==> src/rtl/alu_exec_stage.sv <==
// Integer ALU execute stage: 1-cycle registered result toward the CDB,
// with an output register plus a skid register so CDB stalls cost no issue bandwidth.

package alu_pkg;
    typedef enum logic [3:0] {
        noALU    = 4'd0,
        addALU   = 4'd1,
        subALU   = 4'd2,
        xorALU   = 4'd3,
        orALU    = 4'd4,
        andALU   = 4'd5,
        sllALU   = 4'd6,
        srlALU   = 4'd7,
        sraALU   = 4'd8,
        sltALU   = 4'd9,
        sltuALU  = 4'd10,
        luiALU   = 4'd11,
        auipcALU = 4'd12
    } ALU_operation_t;
endpackage

// state | meaning
// EMPTY | nothing held, cdb_valid=0
// ONE   | output register holds a result, skid empty
// TWO   | output register and skid both hold results (skid is younger), in_ready=0
module alu_exec_stage #(
    parameter int XLEN  = 32,
    parameter int TAG_W = 6
) (
    input  logic             clk,
    input  logic             reset,
    input  logic             flush,
    input  logic             in_valid,
    output logic             in_ready,
    input  logic [3:0]       in_op,
    input  logic [XLEN-1:0]  in_a,
    input  logic [XLEN-1:0]  in_b,
    input  logic [XLEN-1:0]  in_pc,
    input  logic [TAG_W-1:0] in_tag,
    output logic             cdb_valid,
    input  logic             cdb_ready,
    output logic [XLEN-1:0]  cdb_result,
    output logic             cdb_zero,
    output logic [TAG_W-1:0] cdb_tag
);
    import alu_pkg::*;

    localparam int SH_W = $clog2(XLEN);

    typedef enum logic [1:0] {EMPTY, ONE, TWO} occ_e;

    occ_e             state_q, state_d;
    logic [XLEN-1:0]  out_result_q, out_result_d;
    logic [TAG_W-1:0] out_tag_q, out_tag_d;
    logic [XLEN-1:0]  skid_result_q, skid_result_d;
    logic [TAG_W-1:0] skid_tag_q, skid_tag_d;
    logic             in_ready_q, in_ready_d;

    logic [XLEN-1:0]  alu_result;
    logic [SH_W-1:0]  shamt;
    logic             accept;
    logic             drain;

    assign shamt = in_b[SH_W-1:0];

    always_comb begin
        alu_result = '0;
        case (in_op)
            addALU:   alu_result = in_a + in_b;
            subALU:   alu_result = in_a - in_b;
            xorALU:   alu_result = in_a ^ in_b;
            orALU:    alu_result = in_a | in_b;
            andALU:   alu_result = in_a & in_b;
            sllALU:   alu_result = in_a << shamt;
            srlALU:   alu_result = in_a >> shamt;
            sraALU:   alu_result = $unsigned($signed(in_a) >>> shamt);
            sltALU:   alu_result = {{(XLEN-1){1'b0}}, ($signed(in_a) < $signed(in_b))};
            sltuALU:  alu_result = {{(XLEN-1){1'b0}}, (in_a < in_b)};
            luiALU:   alu_result = in_b;
            auipcALU: alu_result = in_pc + in_b;
            default:  alu_result = '0;
        endcase
    end

    assign accept = in_valid && in_ready_q;
    assign drain  = (state_q != EMPTY) && cdb_ready;

    always_comb begin
        state_d       = state_q;
        out_result_d  = out_result_q;
        out_tag_d     = out_tag_q;
        skid_result_d = skid_result_q;
        skid_tag_d    = skid_tag_q;
        case (state_q)
            EMPTY: begin
                if (accept) begin
                    out_result_d = alu_result;
                    out_tag_d    = in_tag;
                    state_d      = ONE;
                end
            end
            ONE: begin
                if (accept && drain) begin
                    out_result_d = alu_result;
                    out_tag_d    = in_tag;
                end else if (accept) begin
                    skid_result_d = alu_result;
                    skid_tag_d    = in_tag;
                    state_d       = TWO;
                end else if (drain) begin
                    state_d = EMPTY;
                end
            end
            TWO: begin
                // skid is the older pending entry once the output register drains
                if (drain) begin
                    out_result_d = skid_result_q;
                    out_tag_d    = skid_tag_q;
                    state_d      = ONE;
                end
            end
            default: state_d = EMPTY;
        endcase
        if (flush) begin
            state_d = EMPTY;
        end
        in_ready_d = (state_d != TWO);
    end

    always_ff @(posedge clk) begin
        if (reset) begin
            state_q       <= EMPTY;
            out_result_q  <= '0;
            out_tag_q     <= '0;
            skid_result_q <= '0;
            skid_tag_q    <= '0;
            in_ready_q    <= 1'b1;
        end else begin
            state_q       <= state_d;
            out_result_q  <= out_result_d;
            out_tag_q     <= out_tag_d;
            skid_result_q <= skid_result_d;
            skid_tag_q    <= skid_tag_d;
            in_ready_q    <= in_ready_d;
        end
    end

    assign in_ready   = in_ready_q;
    assign cdb_valid  = (state_q != EMPTY);
    assign cdb_result = out_result_q;
    assign cdb_tag    = out_tag_q;
    // gated by valid so the idle/reset value reads 0 rather than "result is zero"
    assign cdb_zero   = cdb_valid && (out_result_q == '0);

endmodule

==> config.mk <==
export PLATFORM = sky130hd
export DESIGN_NAME = alu_exec_stage
export DESIGN_NICKNAME = d
export VERILOG_FILES = /design/src/rtl/alu_exec_stage.sv
export SDC_FILE = /design/constraint.sdc
export NUM_CORES = 1
export LEC_CHECK = 0
export BUFFER_PORTS_ARGS = -buffer_cell sky130_fd_sc_hd__clkbuf_2
export CAP_MARGIN = 20
export CORE_ASPECT_RATIO = 1.2
export CORE_MARGIN = 2
export CORE_UTILIZATION = 45
export DETAILED_ROUTE_END_ITERATION = 10
export PLACE_DENSITY = 0.72
export SLEW_MARGIN = 20
export SYNTH_ARGS = -nofsm -noshare
export SYNTH_HDL_FRONTEND = slang
export SYNTH_SLANG_ARGS = --single-unit
==> constraint.sdc <==
create_clock -name clk -period 4.35 [get_ports clk]
set_input_delay 0.435 -clock clk [delete_from_list [all_inputs] [get_ports clk]]
set_output_delay 0.435 -clock clk [all_outputs]
set_load 0.03 [all_outputs]
==> flow_summary.toml <==
[outcome]
status = "finished, final reports clean"

[logic_synthesis]
synth_seq_cells = 79
synth_area_um2 = 13300
yosysWarnings = 0
synthArstFlopShare_pct = 0
ys_top_cells_by_area = "ha_1 12%, dfxtp_1 12%, mux4_2 9.6%, nor2_1 5.5%, o21ai_0 5.2%"
synth_top_area_share_pct = 12.5
yosys.cell_count.top_type = "nor2_1"
synth-seq-area-share_pct = 11.9
synth_edf_count = 0
synth_nets = 2048
yosys.cell_types.count = 99
synth_commonest_cells = "197 x nor2_1, 177 x nand2_1, 138 x o21ai_0"
ys.flop_type = "dfxtp_1"
avgSynthCellArea_um2 = 7.40
syn_inst = 1802
synth_top_cell_by_area = "ha_1"

[clocking]
clkLatencyLatePin_ps = 340
htree_levels = 3
post_cts_buffers = 0
path_clk_slew_ps = 60
clockBufferDepth = 2
hold_buffers = 0
cts_resized = 0
cts_tree = "done"
cts_sinks = 79
clockRootBuffer = "clkbuf_16"
numCtsBuffers = 9

[power]
netSwitchingFraction_pct = 44.4
power_switching_uw = 1480
finalPower_uw = 3330
p_clk_share_pct = 22.3
total_leakage_power_uw = 0.00631
vdd_drop_max_mv = 0.393
power_frac_comb_pct = 53.9
internal_power_uw = 1850
power_density_nw_per_um2 = 223
p_seq_share_pct = 23.8

[sta]
slew_headroom_pct = 16.6
timing.fmax_ghz = 0.252
tns_ps = 0
finClkSkew_ps = 8.65
fin_crit_sh_pct = 91.4
tightest_slew_ps = 1240
setup_viol = 0
drv_slew = 0
hold_violations = 0
min_period_ps = 3970
rsz0062_at_grt = "false"

[setup_path]
critPathKind = "input port to flip-flop"
r2r_setup_slack_ps = 1630
cp.required_ps = 4510
cp_max_fo = 16
critPathArrivalTime_ps = 4130
start_kind = "input port"
endpoint_kind = "flip-flop"
worstReg2RegEnd = "cdb_result[1]$_SDFFE_PP0P_"
reg2reg_depth = 8
rr_startpoint = "state_q[0]$_SDFF_PP0_"

[placement]
io_buffers = 151
postPlaceCellArea_um2 = 14700
hpwlAfterDp_um = 50400
gp_congestion = 1.07

[route]
first_iter_violations = 1850
vias = 15200
drc = 0
wl_met3_um = 4680
wl_per_cell_um = 26.9
vias_per_cell = 6.62
wl_met2_um = 28100
ant_nets = 0
wl_um = 62000
top_layer_used = "met5"
drt-met1-wl_um = 25600
drt_first_pass_iters = 6

[finish]
drive_above_1_share_pct = 18.3
fin_nets = 2152
syn_to_final_growth_pct = 12.2
final_area_um2 = 15000
antenna_cells = 0

[floorplanning]
dieArea_um2 = 31000
io_pins = 152
fp.coreArea_um2 = 29400
dieWidth_um = 161
dieHeight_um = 193
initial_core_util_pct = 45.4
num_rows = 69

[hold_path]
worst_hold_startpoint = "flush"
hold_path_depth = 2
min_path_type = "input port to flip-flop"
hold_end = "state_q[0]$_SDFF_PP0_"

[run]
drv_cap = 0

[global_routing]
grt_antenna_before_repair = 2
grt_pass1_vias = 14400
grt_pass1_wl_um = 91200
grt.total_usage_pct = 39.1
grt_overflow = 0
grt_start_max_net_pins = 64
## power by group through the flow
| stage | logic, uW | registers (uW) | clock network [uW] |
|---|---|---|---|
| floorplan | 1070 | 855 | 0 |
| global placement | 1740 | 807 | 0 |
| CTS | 1750 | 793 | 753 |
| detailed placement | 1740 | 809 | 0 |
| global route | 1900 | 797 | 784 |
| finish | 1790 | 794 | 743 |
## critical path, cell delays in order
cell       delay [ps]
clkbuf_2           90
nor2_1            130
and3_2            370
buf_4             240
nand2_1            70
o21ai_0           110
inv_1              90
fa_1              400
nand2b_1          230
a211oi_1          400
o21ai_0           320
a21boi_0          320
nor2_1             90
xnor2_1           130
a221oi_1          530
a2111oi_0         190
## sequential cells by signal, indices dropped and copies added (netlist names)
| register | cells |
|---|---|
| skid_tag_q | 6 |
| cdb_tag | 6 |
| cdb_result | 32 |
| state_q | 2 |
| skid_result_q | 32 |
| in_ready | 1 |
## routing by layer
layer / up-vias / GRT usage [%]
met5: - / 0
met4: 2 / 19.2
met3: 166 / 3.61
met2: 819 / 64.4
met1: 7325 / 51.4
li1: 6928 / -
## cell usage in the layout, fill, tap and decap left out, drive strengths merged, types with 10 or more instances in the layout
| cell type | synthesis | final |
|---|---|---|
| a211oi | 31 | 31 |
| a21o | 16 | 16 |
| a21oi | 138 | 138 |
| a221o | 15 | 15 |
| a221oi | 22 | 22 |
| a22oi | 12 | 12 |
| a311oi | 17 | 17 |
| a31oi | 26 | 26 |
| and3 | 11 | 11 |
| buf | 45 | 81 |
| clkbuf | 93 | 160 |
| dfxtp | 79 | 79 |
| ha | 133 | 133 |
| inv | 100 | 102 |
| mux2 | 11 | 11 |
| mux2i | 46 | 46 |
| mux4 | 58 | 58 |
| nand2 | 177 | 177 |
| nand2b | 20 | 20 |
| nand3 | 51 | 51 |
| nand4 | 11 | 11 |
| nor2 | 198 | 198 |
| nor2b | 16 | 16 |
| nor3 | 53 | 53 |
| nor4 | 27 | 27 |
| o211ai | 26 | 26 |
| o21ai | 146 | 146 |
| o221ai | 13 | 13 |
| o22ai | 10 | 10 |
| o31ai | 22 | 22 |
| or3 | 16 | 16 |
| xnor2 | 35 | 35 |
## how the worst max path moves through the flow
| stage | from | end |
|---|---|---|
| 5_1_grt | in_op[0] | cdb_result[26]$_SDFFE_PP0P_ |
| 3_3_place_gp | in_op[0] | cdb_result[26]$_SDFFE_PP0P_ |
| 2_1_floorplan | in_op[1] | cdb_result[26]$_SDFFE_PP0P_ |
| 3_5_place_dp | in_op[0] | cdb_result[26]$_SDFFE_PP0P_ |
| 6_report | in_op[0] | cdb_result[16]$_SDFFE_PP0P_ |
| 4_1_cts | in_op[0] | cdb_result[26]$_SDFFE_PP0P_ |
## cell families after synthesis
kind of cell	synth area share, %
simple gates	21.7
fa+ha+maj	12.8
mux	14.2
buf+inv	7.52
flops	11.9
compound gates	29.0
xor+xnor	2.89
## cell type report
class	instances	area, um2
Sequential cell	79	1580
Timing Repair Buffer	231	1410
Clock inverter	6	67.6
Multi-Input combinational cell	1485	10800
Fill cell	2935	14400
Inverter	100	375
Clock buffer	10	229
Tap cell	390	488
## metrics by stage
stage | worst slack, ps | hold WS [ps] | utilization [%] | instances
finish | 375 | 293 | 51.0 | 2301
floorplan | 471 | 437 | - | 1802
detailed placement | 141 | 447 | 50.0 | 2285
CTS | 478 | 288 | 51.0 | 2301
global route | 154 | 292 | 51.0 | 2301
global placement | 238 | 442 | 50.0 | 2285
No activity file was read; power rests on OpenSTA's default activity.
